==> src/rtl/set_key_ctrl_if.sv <==
// Key inputs and adjustment/status outputs of the time-setting controller.
// The master side drives the raw push-buttons and the slave side (the controller) drives the results.
interface set_key_ctrl_if;
    logic       KEY_MODE;
    logic       KEY_UP;
    logic       KEY_DOWN;
    logic       H_UP;
    logic       H_DOWN;
    logic       M_UP;
    logic       M_DOWN;
    logic       S_UP;
    logic       S_DOWN;
    logic       SET_EN;
    logic [1:0] FIELD;

    modport master (
        output KEY_MODE, KEY_UP, KEY_DOWN,
        input  H_UP, H_DOWN, M_UP, M_DOWN, S_UP, S_DOWN, SET_EN, FIELD
    );

    modport slave (
        input  KEY_MODE, KEY_UP, KEY_DOWN,
        output H_UP, H_DOWN, M_UP, M_DOWN, S_UP, S_DOWN, SET_EN, FIELD
    );
endinterface

==> src/rtl/set_key_ctrl.sv <==
// Clock time-setting controller: synchronizes and debounces three push-buttons, steps a
// RUN/SET_H/SET_M/SET_S mode FSM with inactivity timeout, and drives registered adjust levels.
module set_key_ctrl #(
    parameter int DEB_CNT = 20,
    parameter int TIMEOUT = 10000
) (
    input  logic             CP,
    input  logic             CR,
    set_key_ctrl_if.slave    bus,
    output logic [1:0]       o_dbg_state
);
    localparam int DW = (DEB_CNT > 1) ? $clog2(DEB_CNT) : 1;
    localparam int TW = (TIMEOUT > 1) ? $clog2(TIMEOUT) : 1;

    typedef enum logic [1:0] {
        RUN   = 2'b00,
        SET_H = 2'b01,
        SET_M = 2'b10,
        SET_S = 2'b11
    } state_t;

    // Key bit order everywhere: [0] MODE, [1] UP, [2] DOWN.
    logic [2:0]    w_raw;
    logic [2:0]    r_sync1;
    logic [2:0]    r_sync2;
    logic [2:0]    r_deb;
    logic [DW-1:0] r_deb_cnt [3];

    state_t        r_state;
    state_t        w_next;
    logic [TW-1:0] r_to_cnt;
    logic [TW-1:0] w_to_nxt;
    logic          r_mode_d;
    logic          r_lock;
    logic          w_lock_nxt;
    logic          w_mode_press;
    logic          w_inc;
    logic          w_dec;
    logic [5:0]    w_adj_nxt;
    logic [5:0]    r_adj;
    logic          r_set_en;
    logic [1:0]    r_field;

    assign w_raw = {bus.KEY_DOWN, bus.KEY_UP, bus.KEY_MODE};

    always_ff @(posedge CP or negedge CR) begin
        if (!CR) begin
            r_sync1 <= '0;
            r_sync2 <= '0;
            r_deb   <= '0;
            for (int k = 0; k < 3; k++) begin
                r_deb_cnt[k] <= '0;
            end
        end else begin
            r_sync1 <= w_raw;
            r_sync2 <= r_sync1;
            for (int k = 0; k < 3; k++) begin
                if (r_sync2[k] == r_deb[k]) begin
                    r_deb_cnt[k] <= '0;
                end else if (r_deb_cnt[k] == DW'(DEB_CNT - 1)) begin
                    r_deb[k]     <= ~r_deb[k];
                    r_deb_cnt[k] <= '0;
                end else begin
                    r_deb_cnt[k] <= r_deb_cnt[k] + 1'b1;
                end
            end
        end
    end

    assign w_mode_press = r_deb[0] & ~r_mode_d;

    always_ff @(posedge CP or negedge CR) begin
        if (!CR) begin
            r_state  <= RUN;
            r_to_cnt <= '0;
            r_mode_d <= 1'b0;
            r_lock   <= 1'b0;
            r_adj    <= '0;
            r_set_en <= 1'b0;
            r_field  <= 2'b00;
        end else begin
            r_state  <= w_next;
            r_to_cnt <= w_to_nxt;
            r_mode_d <= r_deb[0];
            r_lock   <= w_lock_nxt;
            r_adj    <= w_adj_nxt;
            r_set_en <= (w_next != RUN);
            r_field  <= w_next;
        end
    end

    always_comb begin
        w_next    = r_state;
        w_to_nxt  = r_to_cnt;
        w_adj_nxt = '0;

        if (r_state == RUN) begin
            w_to_nxt = '0;
        end else if ((|r_deb) || w_mode_press) begin
            w_to_nxt = '0;
        end else if (r_to_cnt == TW'(TIMEOUT - 1)) begin
            w_to_nxt = '0;
            w_next   = RUN;
        end else begin
            w_to_nxt = r_to_cnt + 1'b1;
        end

        // A mode press overrides any timeout decided above; SET_S wraps back to RUN.
        if (w_mode_press) begin
            w_next = state_t'(r_state + 2'd1);
        end

        // Any state change blocks adjustment until UP and DOWN are both seen debounced low.
        w_lock_nxt = (w_next != r_state) | (r_lock & (r_deb[1] | r_deb[2]));
        w_inc      = r_deb[1] & ~r_deb[2] & ~w_lock_nxt;
        w_dec      = r_deb[2] & ~r_deb[1] & ~w_lock_nxt;

        case (w_next)
            SET_H:   w_adj_nxt = {w_inc, w_dec, 4'b0000};
            SET_M:   w_adj_nxt = {2'b00, w_inc, w_dec, 2'b00};
            SET_S:   w_adj_nxt = {4'b0000, w_inc, w_dec};
            default: w_adj_nxt = '0;
        endcase
    end

    assign bus.H_UP    = r_adj[5];
    assign bus.H_DOWN  = r_adj[4];
    assign bus.M_UP    = r_adj[3];
    assign bus.M_DOWN  = r_adj[2];
    assign bus.S_UP    = r_adj[1];
    assign bus.S_DOWN  = r_adj[0];
    assign bus.SET_EN  = r_set_en;
    assign bus.FIELD   = r_field;
    assign o_dbg_state = r_state;
endmodule

==> src/flat_wrapper.sv <==
// flat-port wrapper written by rule: the top's interface ports become plain ports
module set_key_ctrl_flat 
#(
    parameter int DEB_CNT = 20,
    parameter int TIMEOUT = 10000
)
  (CP, CR, o_dbg_state, bus_KEY_MODE, bus_KEY_UP, bus_KEY_DOWN, bus_H_UP, bus_H_DOWN, bus_M_UP, bus_M_DOWN, bus_S_UP, bus_S_DOWN, bus_SET_EN, bus_FIELD);
  set_key_ctrl_if bus_i ();
  input  logic CP;
  input  logic CR;
  output logic [1:0] o_dbg_state;
  input wire logic [$bits(bus_i.KEY_MODE)-1:0] bus_KEY_MODE;
  input wire logic [$bits(bus_i.KEY_UP)-1:0] bus_KEY_UP;
  input wire logic [$bits(bus_i.KEY_DOWN)-1:0] bus_KEY_DOWN;
  output wire logic [$bits(bus_i.H_UP)-1:0] bus_H_UP;
  output wire logic [$bits(bus_i.H_DOWN)-1:0] bus_H_DOWN;
  output wire logic [$bits(bus_i.M_UP)-1:0] bus_M_UP;
  output wire logic [$bits(bus_i.M_DOWN)-1:0] bus_M_DOWN;
  output wire logic [$bits(bus_i.S_UP)-1:0] bus_S_UP;
  output wire logic [$bits(bus_i.S_DOWN)-1:0] bus_S_DOWN;
  output wire logic [$bits(bus_i.SET_EN)-1:0] bus_SET_EN;
  output wire logic [$bits(bus_i.FIELD)-1:0] bus_FIELD;
  assign bus_i.KEY_MODE = bus_KEY_MODE;
  assign bus_i.KEY_UP = bus_KEY_UP;
  assign bus_i.KEY_DOWN = bus_KEY_DOWN;
  assign bus_H_UP = bus_i.H_UP;
  assign bus_H_DOWN = bus_i.H_DOWN;
  assign bus_M_UP = bus_i.M_UP;
  assign bus_M_DOWN = bus_i.M_DOWN;
  assign bus_S_UP = bus_i.S_UP;
  assign bus_S_DOWN = bus_i.S_DOWN;
  assign bus_SET_EN = bus_i.SET_EN;
  assign bus_FIELD = bus_i.FIELD;
  set_key_ctrl #(.DEB_CNT(DEB_CNT), .TIMEOUT(TIMEOUT)) u_core (.CP(CP), .CR(CR), .bus(bus_i), .o_dbg_state(o_dbg_state));
endmodule
==> config.mk <==
export PLATFORM = sky130hd
export DESIGN_NAME = set_key_ctrl_flat
export DESIGN_NICKNAME = d
export VERILOG_FILES = /design/src/rtl/set_key_ctrl_if.sv /design/src/rtl/set_key_ctrl.sv /design/src/flat_wrapper.sv
export SDC_FILE = /design/constraint.sdc
export NUM_CORES = 1
export LEC_CHECK = 0
export BUFFER_PORTS_ARGS = -buffer_cell sky130_fd_sc_hd__buf_2
export CAP_MARGIN = 20
export CORE_UTILIZATION = 30
export CTS_CLUSTER_DIAMETER = 30
export CTS_CLUSTER_SIZE = 20
export DETAILED_ROUTE_END_ITERATION = 6
export SLEW_MARGIN = 20
export SYNTH_ARGS = -nofsm -noshare
export SYNTH_HDL_FRONTEND = slang
export SYNTH_SLANG_ARGS = --single-unit
export TNS_END_PERCENT = 30
==> constraint.sdc <==
create_clock -name CP -period 4.53 [get_ports CP]
set_clock_uncertainty 0.05 [all_clocks]
set_input_delay 0.453 -clock CP [delete_from_list [all_inputs] [get_ports CP]]
set_output_delay 0.453 -clock CP [all_outputs]
set_load 0.01 [all_outputs]
==> results_tabular.tex <==
\begin{tabular}{lr}
\hline
Metric & Value \\
\hline
\multicolumn{2}{l}{\textbf{Layout}} \\
Syn-to-layout area delta & 11.97\% \\
Diodes inserted & 0 \\
Net count of the finished layout & 217 \\
Share of layout cells above drive strength 1 & 0.1635 \\
\multicolumn{2}{l}{\textbf{Place}} \\
Port Buf Inserts & 15 \\
Half-perimeter wire length after detailed placement & 2.196 mm \\
Final estimated routing congestion in global placement & roughly 0.74 \\
\multicolumn{2}{l}{\textbf{Worst setup path}} \\
Top delay family on crit path & simple AND/OR/NAND/NOR gates \\
Slowest stage cell on the critical path & sky130\_fd\_sc\_hd\_\_dfrtp\_1 \\
Cells along the critical path & inv\_1 -> ha\_1 -> or4\_4 -> nor2\_2 -> a21o\_4 -> o21ai\_0 \\
Buf+Inv Stages, Crit Path & 1 \\
Peak fanout along the critical path & 7 \\
Type of the setup path with the least slack & register to register \\
Arrival time worst endpoint & 1.87 ns \\
Sort of element at the start of the critical path & register \\
Critical path capture point type & register \\
Max stage delay on crit path & 0.47 ns \\
Required arrival time at the worst endpoint & 4.66 ns \\
\multicolumn{2}{l}{\textbf{Timing}} \\
Final period utilization & 0.3856 \\
Highest achievable clock rate & approximately 570 MHz \\
Max-slew violation total from the final report & 0 \\
Setup TNS Final & 0 ns \\
Setup repair after global routing missed its margin & false \\
Least-Margin Pin Slew & 0.6001 ns \\
Worst relative slew slack & 0.5999 \\
Final number of hold-violating endpoints & 0 \\
Setup violations, final & 0 \\
Final period demand of the worst path & about 1.7 ns \\
\multicolumn{2}{l}{\textbf{Clock tree}} \\
Count of hold-fix buffers inserted at cts & 0 \\
Post-CTS Setup Repair Bufs & 0 \\
Sinks on Clock Net & 49 \\
Maximum clock insertion buffer count & 2 \\
Clock edge transition at the registers on the reported setup and hold paths & $\sim$0.090 ns \\
Buffer type at the clock tree root & sky130\_fd\_sc\_hd\_\_clkbuf\_8 \\
Clock latency on the worst-skew pair & 0.30 ns \\
Number of buffers created by CTS & 5 \\
Number of H-tree levels & 2 \\
TritonCTS clock tree & yes \\
CTS resizes & 0 \\
\multicolumn{2}{l}{\textbf{Synthesis}} \\
Share of synthesized cell area in full adder, half adder and majority cells & 0.02964 \\
Post-synth top flop & sky130\_fd\_sc\_hd\_\_dfrtp\_1 \\
Yosys warning total & 0 \\
Post-synthesis cell count & 190 \\
Cells taking the most area after synthesis & sky130\_fd\_sc\_hd\_\_dfrtp\_1, sky130\_fd\_sc\_hd\_\_xnor2\_1, sky130\_fd\_sc\_hd\_\_nor2\_1 \\
Xor and xnor area share after synthesis & 0.08714 \\
Portion of synthesized cell area occupied by the leading cell type & 0.5809 \\
Number of unique standard cell types used by synthesis & 32 \\
Top post-synthesis cells by count & sky130\_fd\_sc\_hd\_\_dfrtp\_1, sky130\_fd\_sc\_hd\_\_nor2\_1, sky130\_fd\_sc\_hd\_\_xnor2\_1 \\
Synth Area in Compound Gates & 0.03260 \\
Post-synthesis register bit count & between 40 and 50 \\
Portion of netlist area occupied by mux cells & 0.03142 \\
Cell accounting for the most synthesized area & sky130\_fd\_sc\_hd\_\_dfrtp\_1 \\
Sequential cell area fraction in the yosys report & 0.5809 \\
Dominant combinational cell family by area after synthesis & simple AND/OR/NAND/NOR gates \\
Number of enable flip-flop cells after synthesis & 0 \\
Most frequent cell after synthesis & sky130\_fd\_sc\_hd\_\_dfrtp\_1 \\
Post-synthesis share of cell area spent on and, or, nand and nor gates & 0.2057 \\
Post-synth net total & 200 \\
Syn Std Cell Area & roughly 0.0021 mm\^{}2 \\
Ys async rst share & 1.000 \\
Mean instance size in the synthesized netlist & 11.11 um\^{}2 \\
\multicolumn{2}{l}{\textbf{Floorplan}} \\
Effective utilization at floorplan & 0.3107 \\
Die W & $\sim$86 um \\
I/O pin count & 16 \\
Area of the placeable core & approximately 0.0068 mm\^{}2 \\
Die outline area & 0.007375 mm\^{}2 \\
Std cell rows & 30 \\
Die span in y & 85.88 um \\
\multicolumn{2}{l}{\textbf{Detailed routing}} \\
Number of vias after detailed routing & roughly 1300 \\
Initial DRC Count & 48 \\
Final routed wirelength across all metal layers & 3.221 mm \\
Via count normalized by instance count & roughly 4.4 \\
Met3 wire length & roughly 140 um \\
Top layer reached by signal wires & met4 \\
TritonRoute pass-1 iters & 4 \\
Wire length per cell & $\sim$11 um \\
Sum of routed wire segments on met1 & between 1.5 and 2 mm \\
Number of antenna-violating nets in the routed design & 0 \\
Remaining design rule violation count & 0 \\
Routed length on met2 & 1.367 mm \\
\multicolumn{2}{l}{\textbf{Power}} \\
Leakage power figure & 1.028 nW \\
Power Density & $\sim$310 mW/mm\^{}2 \\
Largest voltage drop on the vdd net & $\sim$0.095 mV \\
Total power draw & between 700 and 800 uW \\
\multicolumn{2}{l}{\textbf{Run}} \\
Maxcap violations & 0 \\
\multicolumn{2}{l}{\textbf{GRT}} \\
Total Routing Usage GR & 0.1033 \\
Largest net degree at the start of global routing & 50 \\
First-pass GRT wire length & 5.913 mm \\
Vias in the first global route & between 1000 and 1500 \\
Antenna violations before repair & 0 \\
Congestion Overflow GR & 0 \\
\multicolumn{2}{l}{\textbf{Outcome}} \\
Outcome & finished clean \\
\multicolumn{2}{l}{\textbf{Worst hold path}} \\
Path class of the lowest-slack min-delay path & primary input to asynchronous set/reset pin \\
\hline
\end{tabular}
[through the flow]
stage | setup slack [ns] | std cells | hold WS, ns | util | instance area (um^2)
final | 2.783 | 304 | 0.1030 | 0.3479 | 2364
after global routing | 2.539 | 304 | 0.1307 | 0.3479 | 2364
after CTS | 2.780 | 304 | 0.1913 | 0.3475 | 2361
after detailed placement | 2.801 | 296 | 0.2856 | 0.3343 | 2271
after global placement | 2.817 | 296 | 0.2830 | 0.3343 | 2271
after floorplan | 2.883 | 190 | 0.1074 | - | 2111
[logic make-up after synthesis]
kind of cell             after synthesis
AO/OA/AOI/OAI                         10
XOR/XNOR                              21
adder cells (fa/ha/maj)                5
buffers and inverters                 14
flip-flops                            49
multiplexers                           6
AND/OR/NAND/NOR                       85
[cell usage in the layout, fill, tap and decap left out, types with 4 or more instances in the layout]
cell / instances
sky130_fd_sc_hd__mux2_2: 5
sky130_fd_sc_hd__xnor2_1: 16
sky130_fd_sc_hd__nor3b_1: 4
sky130_fd_sc_hd__ha_1: 5
sky130_fd_sc_hd__clkbuf_8: 5
sky130_fd_sc_hd__xor2_1: 5
sky130_fd_sc_hd__nor2_1: 32
sky130_fd_sc_hd__o21ai_0: 6
sky130_fd_sc_hd__inv_1: 8
sky130_fd_sc_hd__nand2b_1: 4
sky130_fd_sc_hd__nand2_1: 8
sky130_fd_sc_hd__buf_2: 14
sky130_fd_sc_hd__nand3_1: 10
sky130_fd_sc_hd__dfrtp_1: 49
sky130_fd_sc_hd__nor3_1: 7
[area by class of cell]
class | count | area, um^2
multi-input combinational | 127 | 815.8
tap | 96 | 120.1
clock inverter | 3 | 21.27
sequential | 49 | 1226
fill | 690 | 4431
timing repair buffer | 15 | 77.57
clock buffer | 5 | 68.82
inverter | 9 | 33.78
[where the power goes]
part / total [mW] / internal (mW) / switching [mW]
registers: 0.452 / 0.446 / 0.00622
logic: 0.0254 / 0.00974 / 0.0157
clock network: 0.256 / 0.110 / 0.146
[routing by layer]
layer / vias up / global-route usage
met2: 26 / 0.1486
li1: 670 / -
met4: 0 / 0.05000
met1: 637 / 0.1367
met5: - / 0
met3: 7 / 0.03850
[flip-flops by register name, indices dropped and copies added (netlist names)]
signal              count
u_core.r_sync2          3
u_core.r_deb            3
u_core.r_mode_d         1
u_core.r_adj            6
u_core.bus.SET_EN       1
u_core.r_to_cnt        14
u_core.r_sync1          3
u_core.o_dbg_state      2
u_core.r_lock           1
u_core.r_deb_cnt       15
[final timing paths]
| check | slack, ns | cells past startpoint | from | endpoint |
|---|---|---|---|---|
| worst max-delay path | 2.78 | 6 | u_core.o_dbg_state[1] | u_core.bus.SET_EN |
| worst min-delay path | 0.10 | 1 | CR | u_core.r_deb_cnt[3] |
| worst max register to register | 2.78 | 6 | u_core.o_dbg_state[1] | u_core.bus.SET_EN |
| worst min register to register | 0.30 | 0 | u_core.r_sync1[0] | u_core.r_sync2[0] |
| max in group asynchronous | 3.92 | 1 | CR | u_core.r_sync1[0] |
| min in group CP | 0.21 | 1 | bus_KEY_DOWN | u_core.r_sync1[2] |
No activity file was read; power rests on OpenSTA's default activity.
